File: src/rtl/twpm_ram_arbiter_if.sv
// Requester-side buses of the TPM buffer arbiter: the Wishbone slave window and the
// regs_module byte port, both synchronous to the arbiter clock.
interface twpm_ram_arbiter_if #(
  parameter int RAM_ADDR_WIDTH = 11
);
  logic                      wb_cyc_i;
  logic                      wb_stb_i;
  logic                      wb_we_i;
  logic [RAM_ADDR_WIDTH-3:0] wb_adr_i;
  logic [3:0]                wb_sel_i;
  logic [31:0]               wb_dat_i;
  logic [31:0]               wb_dat_o;
  logic                      wb_ack_o;
  logic                      wb_err_o;
  logic                      dp_req_i;
  logic                      dp_we_i;
  logic [RAM_ADDR_WIDTH-1:0] dp_addr_i;
  logic [7:0]                dp_wdata_i;
  logic [7:0]                dp_rdata_o;
  logic                      dp_ack_o;

  modport master (
    output wb_cyc_i, wb_stb_i, wb_we_i, wb_adr_i, wb_sel_i, wb_dat_i,
    output dp_req_i, dp_we_i, dp_addr_i, dp_wdata_i,
    input  wb_dat_o, wb_ack_o, wb_err_o, dp_rdata_o, dp_ack_o
  );

  modport slave (
    input  wb_cyc_i, wb_stb_i, wb_we_i, wb_adr_i, wb_sel_i, wb_dat_i,
    input  dp_req_i, dp_we_i, dp_addr_i, dp_wdata_i,
    output wb_dat_o, wb_ack_o, wb_err_o, dp_rdata_o, dp_ack_o
  );
endinterface

File: src/rtl/twpm_ram_arbiter.sv
// Single-clock owner arbiter for the 512x32 TPM buffer RAM: exec_i picks Wishbone or the
// data provider, each access is sequenced IDLE-ISSUE-READ-RESP, non-owner requests are rejected.
module twpm_ram_arbiter #(
  parameter int         RAM_ADDR_WIDTH = 11,
  parameter logic [7:0] DP_REJECT_DATA = 8'hFF
) (
  input  logic                      clk_i,
  input  logic                      rstn_i,
  input  logic                      exec_i,
  twpm_ram_arbiter_if.slave         bus,
  output logic [RAM_ADDR_WIDTH-3:0] ram_a_o,
  output logic [31:0]               ram_wd_o,
  output logic [3:0]                ram_wen_o,
  input  logic [31:0]               ram_rd_i,
  output logic                      owner_o,
  output logic [7:0]                viol_cnt_o,
  input  logic                      viol_clr_i
);

  localparam logic [2:0] ST_IDLE   = 3'd0;
  localparam logic [2:0] ST_ISSUE  = 3'd1;
  localparam logic [2:0] ST_READ   = 3'd2;
  localparam logic [2:0] ST_RESP   = 3'd3;
  localparam logic [2:0] ST_REJECT = 3'd4;

  logic [2:0]                state_r;
  logic                      owner_r;
  logic [1:0]                lane_r;
  logic [RAM_ADDR_WIDTH-3:0] ram_a_r;
  logic [31:0]               ram_wd_r;
  logic [3:0]                ram_wen_r;
  logic [31:0]               wb_dat_r;
  logic                      wb_ack_r;
  logic                      wb_err_r;
  logic [7:0]                dp_rdata_r;
  logic                      dp_ack_r;
  logic [7:0]                viol_cnt_r;

  logic                      wb_req_s;
  logic                      own_req_s;
  logic                      rej_req_s;
  logic                      reject_s;
  logic [1:0]                dp_lane_s;
  logic [31:0]               dp_wd_s;
  logic [3:0]                dp_wen_s;
  logic [7:0]                rd_byte_s;

  // Request decode against the live exec_i and byte-lane steering for the DP port
  always_comb begin
    wb_req_s  = bus.wb_cyc_i & bus.wb_stb_i;
    own_req_s = exec_i ? wb_req_s : bus.dp_req_i;
    rej_req_s = exec_i ? bus.dp_req_i : wb_req_s;
    reject_s  = (state_r == ST_IDLE) && !own_req_s && rej_req_s;
    dp_lane_s = bus.dp_addr_i[1:0];
    dp_wd_s   = {24'd0, bus.dp_wdata_i} << {dp_lane_s, 3'b000};
    dp_wen_s  = bus.dp_we_i ? (4'b0001 << dp_lane_s) : 4'b0000;
    case (lane_r)
      2'd0:    rd_byte_s = ram_rd_i[7:0];
      2'd1:    rd_byte_s = ram_rd_i[15:8];
      2'd2:    rd_byte_s = ram_rd_i[23:16];
      default: rd_byte_s = ram_rd_i[31:24];
    endcase
  end

  // Access sequencer; owner_r only moves in IDLE so an in-flight access keeps its owner
  always_ff @(posedge clk_i or negedge rstn_i) begin
    if (!rstn_i) begin
      state_r    <= ST_IDLE;
      owner_r    <= 1'b0;
      lane_r     <= 2'd0;
      ram_a_r    <= '0;
      ram_wd_r   <= 32'd0;
      ram_wen_r  <= 4'b0000;
      wb_dat_r   <= 32'd0;
      wb_ack_r   <= 1'b0;
      wb_err_r   <= 1'b0;
      dp_rdata_r <= 8'd0;
      dp_ack_r   <= 1'b0;
    end else begin
      wb_ack_r <= 1'b0;
      wb_err_r <= 1'b0;
      dp_ack_r <= 1'b0;
      case (state_r)
        ST_IDLE: begin
          owner_r <= exec_i;
          if (own_req_s) begin
            state_r <= ST_ISSUE;
            if (exec_i) begin
              ram_a_r   <= bus.wb_adr_i;
              ram_wd_r  <= bus.wb_dat_i;
              ram_wen_r <= bus.wb_we_i ? bus.wb_sel_i : 4'b0000;
            end else begin
              ram_a_r   <= bus.dp_addr_i[RAM_ADDR_WIDTH-1:2];
              ram_wd_r  <= dp_wd_s;
              ram_wen_r <= dp_wen_s;
              lane_r    <= dp_lane_s;
            end
          end else if (rej_req_s) begin
            // The rejection answer goes out in the very next cycle
            state_r <= ST_REJECT;
            if (exec_i) begin
              dp_ack_r   <= 1'b1;
              dp_rdata_r <= DP_REJECT_DATA;
            end else begin
              wb_err_r <= 1'b1;
              wb_dat_r <= 32'd0;
            end
          end else begin
            state_r <= ST_IDLE;
          end
        end
        ST_ISSUE: begin
          ram_wen_r <= 4'b0000;
          state_r   <= ST_READ;
        end
        ST_READ: begin
          state_r <= ST_RESP;
          if (owner_r) begin
            wb_ack_r <= 1'b1;
            wb_dat_r <= ram_rd_i;
          end else begin
            dp_ack_r   <= 1'b1;
            dp_rdata_r <= rd_byte_s;
          end
        end
        ST_RESP:   state_r <= ST_IDLE;
        ST_REJECT: state_r <= ST_IDLE;
        default: begin
          state_r   <= ST_IDLE;
          ram_wen_r <= 4'b0000;
        end
      endcase
    end
  end

  // Saturating rejection counter; a clear beats a same-cycle increment
  always_ff @(posedge clk_i or negedge rstn_i) begin
    if (!rstn_i) begin
      viol_cnt_r <= 8'd0;
    end else if (viol_clr_i) begin
      viol_cnt_r <= 8'd0;
    end else if (reject_s && (viol_cnt_r != 8'hFF)) begin
      viol_cnt_r <= viol_cnt_r + 8'd1;
    end else begin
      viol_cnt_r <= viol_cnt_r;
    end
  end

  assign ram_a_o        = ram_a_r;
  assign ram_wd_o       = ram_wd_r;
  assign ram_wen_o      = ram_wen_r;
  assign owner_o        = owner_r;
  assign viol_cnt_o     = viol_cnt_r;
  assign bus.wb_dat_o   = wb_dat_r;
  assign bus.wb_ack_o   = wb_ack_r;
  assign bus.wb_err_o   = wb_err_r;
  assign bus.dp_rdata_o = dp_rdata_r;
  assign bus.dp_ack_o   = dp_ack_r;

endmodule

File: src/flat_wrapper.sv
// flat-port wrapper written by rule: the top's interface ports become plain ports
module twpm_ram_arbiter_flat 
#(
  parameter int         RAM_ADDR_WIDTH = 11,
  parameter logic [7:0] DP_REJECT_DATA = 8'hFF
)
  (clk_i, rstn_i, exec_i, ram_a_o, ram_wd_o, ram_wen_o, ram_rd_i, owner_o, viol_cnt_o, viol_clr_i, bus_wb_cyc_i, bus_wb_stb_i, bus_wb_we_i, bus_wb_adr_i, bus_wb_sel_i, bus_wb_dat_i, bus_dp_req_i, bus_dp_we_i, bus_dp_addr_i, bus_dp_wdata_i, bus_wb_dat_o, bus_wb_ack_o, bus_wb_err_o, bus_dp_rdata_o, bus_dp_ack_o);
  twpm_ram_arbiter_if #(.RAM_ADDR_WIDTH(RAM_ADDR_WIDTH)) bus_i ();
  input  logic clk_i;
  input  logic rstn_i;
  input  logic exec_i;
  output logic [RAM_ADDR_WIDTH-3:0] ram_a_o;
  output logic [31:0] ram_wd_o;
  output logic [3:0] ram_wen_o;
  input  logic [31:0] ram_rd_i;
  output logic owner_o;
  output logic [7:0] viol_cnt_o;
  input  logic viol_clr_i;
  input wire logic [$bits(bus_i.wb_cyc_i)-1:0] bus_wb_cyc_i;
  input wire logic [$bits(bus_i.wb_stb_i)-1:0] bus_wb_stb_i;
  input wire logic [$bits(bus_i.wb_we_i)-1:0] bus_wb_we_i;
  input wire logic [$bits(bus_i.wb_adr_i)-1:0] bus_wb_adr_i;
  input wire logic [$bits(bus_i.wb_sel_i)-1:0] bus_wb_sel_i;
  input wire logic [$bits(bus_i.wb_dat_i)-1:0] bus_wb_dat_i;
  input wire logic [$bits(bus_i.dp_req_i)-1:0] bus_dp_req_i;
  input wire logic [$bits(bus_i.dp_we_i)-1:0] bus_dp_we_i;
  input wire logic [$bits(bus_i.dp_addr_i)-1:0] bus_dp_addr_i;
  input wire logic [$bits(bus_i.dp_wdata_i)-1:0] bus_dp_wdata_i;
  output wire logic [$bits(bus_i.wb_dat_o)-1:0] bus_wb_dat_o;
  output wire logic [$bits(bus_i.wb_ack_o)-1:0] bus_wb_ack_o;
  output wire logic [$bits(bus_i.wb_err_o)-1:0] bus_wb_err_o;
  output wire logic [$bits(bus_i.dp_rdata_o)-1:0] bus_dp_rdata_o;
  output wire logic [$bits(bus_i.dp_ack_o)-1:0] bus_dp_ack_o;
  assign bus_i.wb_cyc_i = bus_wb_cyc_i;
  assign bus_i.wb_stb_i = bus_wb_stb_i;
  assign bus_i.wb_we_i = bus_wb_we_i;
  assign bus_i.wb_adr_i = bus_wb_adr_i;
  assign bus_i.wb_sel_i = bus_wb_sel_i;
  assign bus_i.wb_dat_i = bus_wb_dat_i;
  assign bus_i.dp_req_i = bus_dp_req_i;
  assign bus_i.dp_we_i = bus_dp_we_i;
  assign bus_i.dp_addr_i = bus_dp_addr_i;
  assign bus_i.dp_wdata_i = bus_dp_wdata_i;
  assign bus_wb_dat_o = bus_i.wb_dat_o;
  assign bus_wb_ack_o = bus_i.wb_ack_o;
  assign bus_wb_err_o = bus_i.wb_err_o;
  assign bus_dp_rdata_o = bus_i.dp_rdata_o;
  assign bus_dp_ack_o = bus_i.dp_ack_o;
  twpm_ram_arbiter #(.RAM_ADDR_WIDTH(RAM_ADDR_WIDTH), .DP_REJECT_DATA(DP_REJECT_DATA)) u_core (.clk_i(clk_i), .rstn_i(rstn_i), .exec_i(exec_i), .bus(bus_i), .ram_a_o(ram_a_o), .ram_wd_o(ram_wd_o), .ram_wen_o(ram_wen_o), .ram_rd_i(ram_rd_i), .owner_o(owner_o), .viol_cnt_o(viol_cnt_o), .viol_clr_i(viol_clr_i));
endmodule
File: config.mk
export PLATFORM = sky130hd
export DESIGN_NAME = twpm_ram_arbiter_flat
export DESIGN_NICKNAME = d
export VERILOG_FILES = /design/src/rtl/twpm_ram_arbiter_if.sv /design/src/rtl/twpm_ram_arbiter.sv /design/src/flat_wrapper.sv
export SDC_FILE = /design/constraint.sdc
export NUM_CORES = 1
export LEC_CHECK = 0
export CAP_MARGIN = 0
export CORE_MARGIN = 4
export CORE_UTILIZATION = 40
export CTS_BUF_LIST = sky130_fd_sc_hd__clkbuf_4 sky130_fd_sc_hd__clkbuf_8
export DETAILED_ROUTE_END_ITERATION = 16
export GPL_TIMING_DRIVEN = 1
export PLACE_DENSITY = 0.82
export SLEW_MARGIN = 20
export SYNTH_ARGS = -nofsm -noshare
export SYNTH_HDL_FRONTEND = slang
export SYNTH_SLANG_ARGS = --single-unit
File: constraint.sdc
create_clock -name clk_i -period 1.75 [get_ports clk_i]
set_clock_uncertainty 0.05 [all_clocks]
set_input_delay 0.2625 -clock clk_i [delete_from_list [all_inputs] [get_ports clk_i]]
set_output_delay 0.2625 -clock clk_i [all_outputs]
set_load 0.1 [all_outputs]
==> Word-level counts from Yosys, hierarchy flattened <==
Index checks and enable logic that the tools add are counted.
{ "totals": {"register_bits": 102, "latchBits": 0, "ramBits": 0, "romBits": 0, "in_bits": 105, "out_inout_bits": 97, "word_cells": 82, "n_memories": 0} }
{ "classes": {"add_sub_neg": 1, "multipliers": 0, "div": 0, "magnitude_cmp": 0, "n_eq_ne": 14, "shifts": 2, "n_mux": 36, "bitwise": 3, "reduce_logical": 14} }
{ "op_table": {"columns": ["cell", "count"], "rows": [
  ["2-to-1 mux 32 bit", 5],
  ["one-hot mux 32 bit (2 select lines)", 1],
  ["2-to-1 mux 8 bit", 6],
  ["<< shifter 8 x 5 -> 32 bit", 1],
  ["one-hot mux 8 bit (3 select lines)", 1],
  ["2-to-1 mux 4 bit", 4],
  ["one-hot mux 8 bit (2 select lines)", 1],
  ["2-to-1 mux 1 bit", 12],
  ["AND reduction 5 bit", 2],
  ["2-to-1 mux 9 bit", 1],
  ["one-hot mux 3 bit (3 select lines)", 1],
  ["adder 8 x 1 -> 8 bit, second input constant", 1],
  ["inequality test 2 bit, second input constant", 4],
  ["inequality test 8 bit, second input constant", 1],
  ["one-hot mux 4 bit (2 select lines)", 1],
  ["equality test 3 x 2 -> 1 bit, second input constant", 2],
  ["2-to-1 mux 3 bit", 2],
  ["inequality test 2 x 1 -> 1 bit, second input constant", 3],
  ["AND reduction 2 bit", 2],
  ["nonzero test 2 bit", 2],
  ["<< shifter 1 x 2 -> 4 bit, first input constant", 1],
  ["equality test 3 x 1 -> 1 bit, second input constant", 1],
  ["equality test 3 bit, second input constant", 1],
  ["logical AND 1 bit", 3],
  ["10 further kinds", 11]
]} }

==> Logic depth before layout (Yosys ltp) <==
{ "logic_depth": {"word_depth": 8, "depth_mapped": 7, "ltp_nobuf": 5} }

==> Least setup slack after synthesis <==
OpenSTA, ideal clock, no wires.
{ "synth_timing": {"path_type": "flip-flop to flip-flop", "from": "register u_core.viol_cnt_r[3] (netlist: u_core.viol_cnt_o[3])", "to": "register u_core.viol_cnt_r[5] (netlist: u_core.viol_cnt_o[5])", "arrival_time_ns": 2.143, "path_slack_ns": -0.568, "path_stages_with_launch": 6, "synth_period_minus_slack_ns": 2.318, "path_cell_list": "dfrtp_1 -> and4_1 -> and4_4 -> nor4_4 -> and3_1 -> mux2_4"} }
{ "synth_between": {"elab_chain_cells": 3} }
{ "synth_rtl": {"columns": ["element", "line", "rtl"], "rows": [
  ["start, declared", "twpm_ram_arbiter.sv:37", "logic [7:0] viol_cnt_r;"],
  ["start signal, assigned", "twpm_ram_arbiter.sv:143", "viol_cnt_r <= viol_cnt_r + 8'd1;"],
  ["start signal, assigned", "twpm_ram_arbiter.sv:145", "viol_cnt_r <= viol_cnt_r;"],
  ["adder 8 x 1 -> 8 bit or inequality test 8 bit (tied branches)", "twpm_ram_arbiter.sv:143, twpm_ram_arbiter.sv:142", null],
  ["2-to-1 mux 8 bit or logical AND 1 bit (tied branches)", "twpm_ram_arbiter.sv:142", "end else if (reject_s && (viol_cnt_r != 8'hFF)) begin"],
  ["2-to-1 mux 8 bit or nonzero test 2 bit (tied branches)", null, null]
]} }
Parallel ways exist; a longest one is shown, timed or not. The select of a mux whose other input is x is not followed.
A chain may end at the register's enable or synchronous reset.

==> Final worst setup path <==
{ "layout_timing": {"from": "register u_core.state_r[0]", "to": "register u_core.wb_dat_r[2] (netlist: u_core.bus.wb_dat_o[2])"} }
{ "layout_between": {"elab_chain_cells": 3} }
{ "layout_rtl": {"columns": ["element", "line", "rtl"], "rows": [
  ["start, declared", "twpm_ram_arbiter.sv:26", "logic [2:0] state_r;"],
  ["start signal, assigned", "twpm_ram_arbiter.sv:68", "state_r <= ST_IDLE;"],
  ["start signal, assigned", "twpm_ram_arbiter.sv:87", "state_r <= ST_ISSUE;"],
  ["start signal, assigned", "twpm_ram_arbiter.sv:100", "state_r <= ST_REJECT;"],
  ["equality test 3 x 2 -> 1 bit or zero test 3 bit (tied branches)", "twpm_ram_arbiter.sv:83", "case (state_r)"],
  ["inequality test 2 x 1 -> 1 bit (no source line) (tied with other cells)", null, null],
  ["AND reduction 5 bit (no source line)", null, null],
  ["end signal, assigned", "twpm_ram_arbiter.sv:120", "wb_dat_r <= ram_rd_i;"],
  ["end, declared", "twpm_ram_arbiter.sv:32", "logic [31:0] wb_dat_r;"]
]} }
Parallel ways exist; a longest one is shown, timed or not.

==> impl_metrics.env <==
export IMPL_outcome="completed"
export IMPL_final_area_mm2=0.00839
export IMPL_slew_viol_final=0
export IMPL_ys_top_cells_by_area="dfrtp_1, a21oi_1, nor2_1"
export IMPL_firstDrtPassIters=8
export IMPL_ys_seq_area_share_pct=54.6
export IMPL_clk_latency_ps=390
export IMPL_syn_avg_cell_area_um2=10.1
export IMPL_synth_simple_area_share_pct=16.7
export IMPL_muxShareOfSynthArea_pct=7.01
export IMPL_h_tree_depth=3
export IMPL_ys_warn_count=0
export IMPL_slowest_delay_ps=390
export IMPL_slew_headroom_pct=65.6
export IMPL_synth_top_cell_by_area="dfrtp_1"
export IMPL_clockBufferDepth=2
export IMPL_critical_path_top_delay_family="simple AND/OR/NAND/NOR gates"
export IMPL_post_drt_via_cell_ratio=5.38
export IMPL_synthCells=462
export IMPL_maxCapViolations=0
export IMPL_synthAdderAreaFrac_pct=0.268
export IMPL_start_util_pct=41.0
export IMPL_setup_viol=0
export IMPL_cts_sinks=102
export IMPL_drc=0
export IMPL_synth_cell_type_count=44
export IMPL_ys_seq_elements=102
export IMPL_crit_arrival_ps=1940
export IMPL_first_global_vias=4564
export IMPL_cts_buffers=9
export IMPL_fmax_mhz=582
export IMPL_area_growth_pct=79.3
export IMPL_hp_class="in -> reg"
export IMPL_port_buffers=201
export IMPL_cpMaxStageDelayCell="dfrtp_1"
export IMPL_startpoint_type="flop"
export IMPL_nFillCells=769
export IMPL_synth_top_family_by_area="compound AO/OA/AOI/OAI gates"
export IMPL_ant_nets=0
export IMPL_rows=39
export IMPL_post_route_min_period_ps=1720
export IMPL_die_h_um=116
export IMPL_cts_tree="yes"
export IMPL_yosys_area_share_xor_xnor_pct=1.12
export IMPL_crit_buf_inv=2
export IMPL_finalHoldViolations=0
export IMPL_dp_final_hpwl_um=12600
export IMPL_cp_max_fo=21
export IMPL_cts_root_buf="clkbuf_8"
export IMPL_grt_start_max_net_pins=61
export IMPL_placed_area_mm2=0.00805
export IMPL_dieArea_mm2=0.0135
export IMPL_die_w_um=116
export IMPL_drive_gt1_share_pct=29.4
export IMPL_num_vias=4491
export IMPL_path_cells="buf_4 > nor3_4 > and4_4 > nor2_4 > clkbuf_16 > nand2_1 > o21ai_0"
export IMPL_drt_wl_total_um=16500
export IMPL_core_area_mm2=0.0114
export IMPL_first_iter_violations=315
export IMPL_grt_overflow=0
export IMPL_fin_nets=792
export IMPL_place_gp_congestion=0.892
export IMPL_synthesis_nets=568
export IMPL_setup_worst_path_class="reg -> reg"
export IMPL_synth_compound_area_share_pct=17.0
export IMPL_synth_top_area_share_pct=54.6
export IMPL_antenna_found_initial=0
export IMPL_end_kind="flop"
export IMPL_pin_count=202
export IMPL_post_route_period_util_pct=98.3
export IMPL_wl_per_cell_um=19.8
export IMPL_rsz0062_at_grt="true"
export IMPL_worst_pin_slew_ps=513
export IMPL_netlist_area_mm2=0.00468
export IMPL_insertedDiodeCount=0
export IMPL_grt_pass1_wl_um=24300
export IMPL_crit_required_ps=1970
export IMPL_cts_clk_slew_worst_paths_ps=90
export IMPL_gr_usage_all_layers_pct=23.8
## stage by stage
step	instances	utilization (%)	setup WS [ps]	hold WS [ps]	TNS, ps
after CTS	831	72.4	6.06	278	0
after global placement	814	70.5	-313	191	-14280
final	834	73.4	30.4	306	0
after detailed placement	814	70.5	-355	205	-18740
after global routing	834	73.4	-56.3	295	-594
after floorplan	462	-	-198	-83.1	-230
## per-layer routing
layer	GRT usage (%)	wire length, µm	vias to the layer above
met1	29.6	6150	2163
li1	-	-	2073
met4	12.0	741	0
met2	39.1	8540	201
met5	0	0	-
met3	5.65	1060	54
## synthesized netlist by cell type (all sizes together)
library cell	n
nand2	70
inv	2
a21oi	54
nor2b	2
xnor2	6
mux4	8
and3b	1
nor2	76
nor3	3
nor3b	3
ha	1
o31ai	1
and4	3
dfrtp	102
a31o	1
buf	19
mux2i	11
mux2	3
nand3	4
a31oi	1
a21boi	2
o21ai	33
clkbuf	10
a22oi	32
a32oi	5
nor4	4
nand2b	1
and3	3
and2	1
## tightest hold or removal path: cells and delay by family
family	cells	cell delay (ps)
buffers and inverters	1	160
AND/OR/NAND/NOR	2	270
## area by class of cell
class | count | area, µm² | area share, %
timing repair buffer | 242 | 3390 | 40.4
inverter | 2 | 7.51 | 0.0895
sequential | 102 | 2580 | 30.7
multi-input combinational | 329 | 2030 | 24.2
clock buffer | 12 | 159 | 1.89
tap | 143 | 179 | 2.13
clock inverter | 4 | 45.0 | 0.537
## cells by family (layout without fill, tap and decap cells)
kind of cell,count (synthesis),in the layout
AND/OR/NAND/NOR,171,171
multiplexers,22,22
XOR/XNOR,6,6
buffers and inverters,31,260
flip-flops,102,102
AO/OA/AOI/OAI,129,129
adder cells (fa/ha/maj),1,1
## registers in the layout, indices dropped and copies added, names as in the netlist
name	flops
u_core.bus.dp_ack_o	1
u_core.ram_a_o	9
u_core.bus.wb_ack_o	1
u_core.bus.wb_err_o	1
u_core.viol_cnt_o	8
u_core.bus.dp_rdata_o	8
u_core.lane_r	2
u_core.ram_wd_o	32
u_core.bus.wb_dat_o	32
u_core.state_r	3
u_core.owner_o	1
u_core.ram_wen_o	4
## cells in the final DEF (no fill, tap or decap), types with 3 or more instances in the layout
cell type	count
buf_12	101
clkdlybuf4s50_1	102
dfrtp_4	5
xnor2_1	6
a21oi_1	54
mux2i_1	11
and4_4	3
dfrtp_2	5
nor2_4	3
mux4_2	8
a32oi_1	4
clkinv_2	3
o21ai_2	4
clkbuf_8	11
nand2_1	69
buf_4	32
a22oi_1	32
o21ai_1	20
o21ai_0	8
nand3_1	4
nor2_1	72
dfrtp_1	92
## repair_timing
item / CTS / global route
gates cloned: 0 / 2
pin swaps: 0 / 2
resized for setup: 1 / 24
buffers inserted: 0 / 1
hold endpoints to repair: 29 / 0
hold buffers: 1 / 0
endpoints found under the setup margin: 1 / 41
## path summary, 6_finish.rpt
kind	start	end	slack (ps)	cells after the start
min in group asynchronous	rstn_i	u_core.lane_r[1]	350	2
max reg2reg	u_core.state_r[0]	u_core.bus.wb_dat_o[2]	30	7
min reg2reg	u_core.bus.wb_dat_o[10]	u_core.bus.wb_dat_o[10]	490	2
max	u_core.state_r[0]	u_core.bus.wb_dat_o[2]	30	7
min	exec_i	u_core.bus.wb_err_o	310	3
max in group asynchronous	rstn_i	u_core.viol_cnt_o[1]	740	3
Power is left out: the tool's default activity adds up to more than one toggle a clock period on the data nets, which glitch-free logic cannot reach.
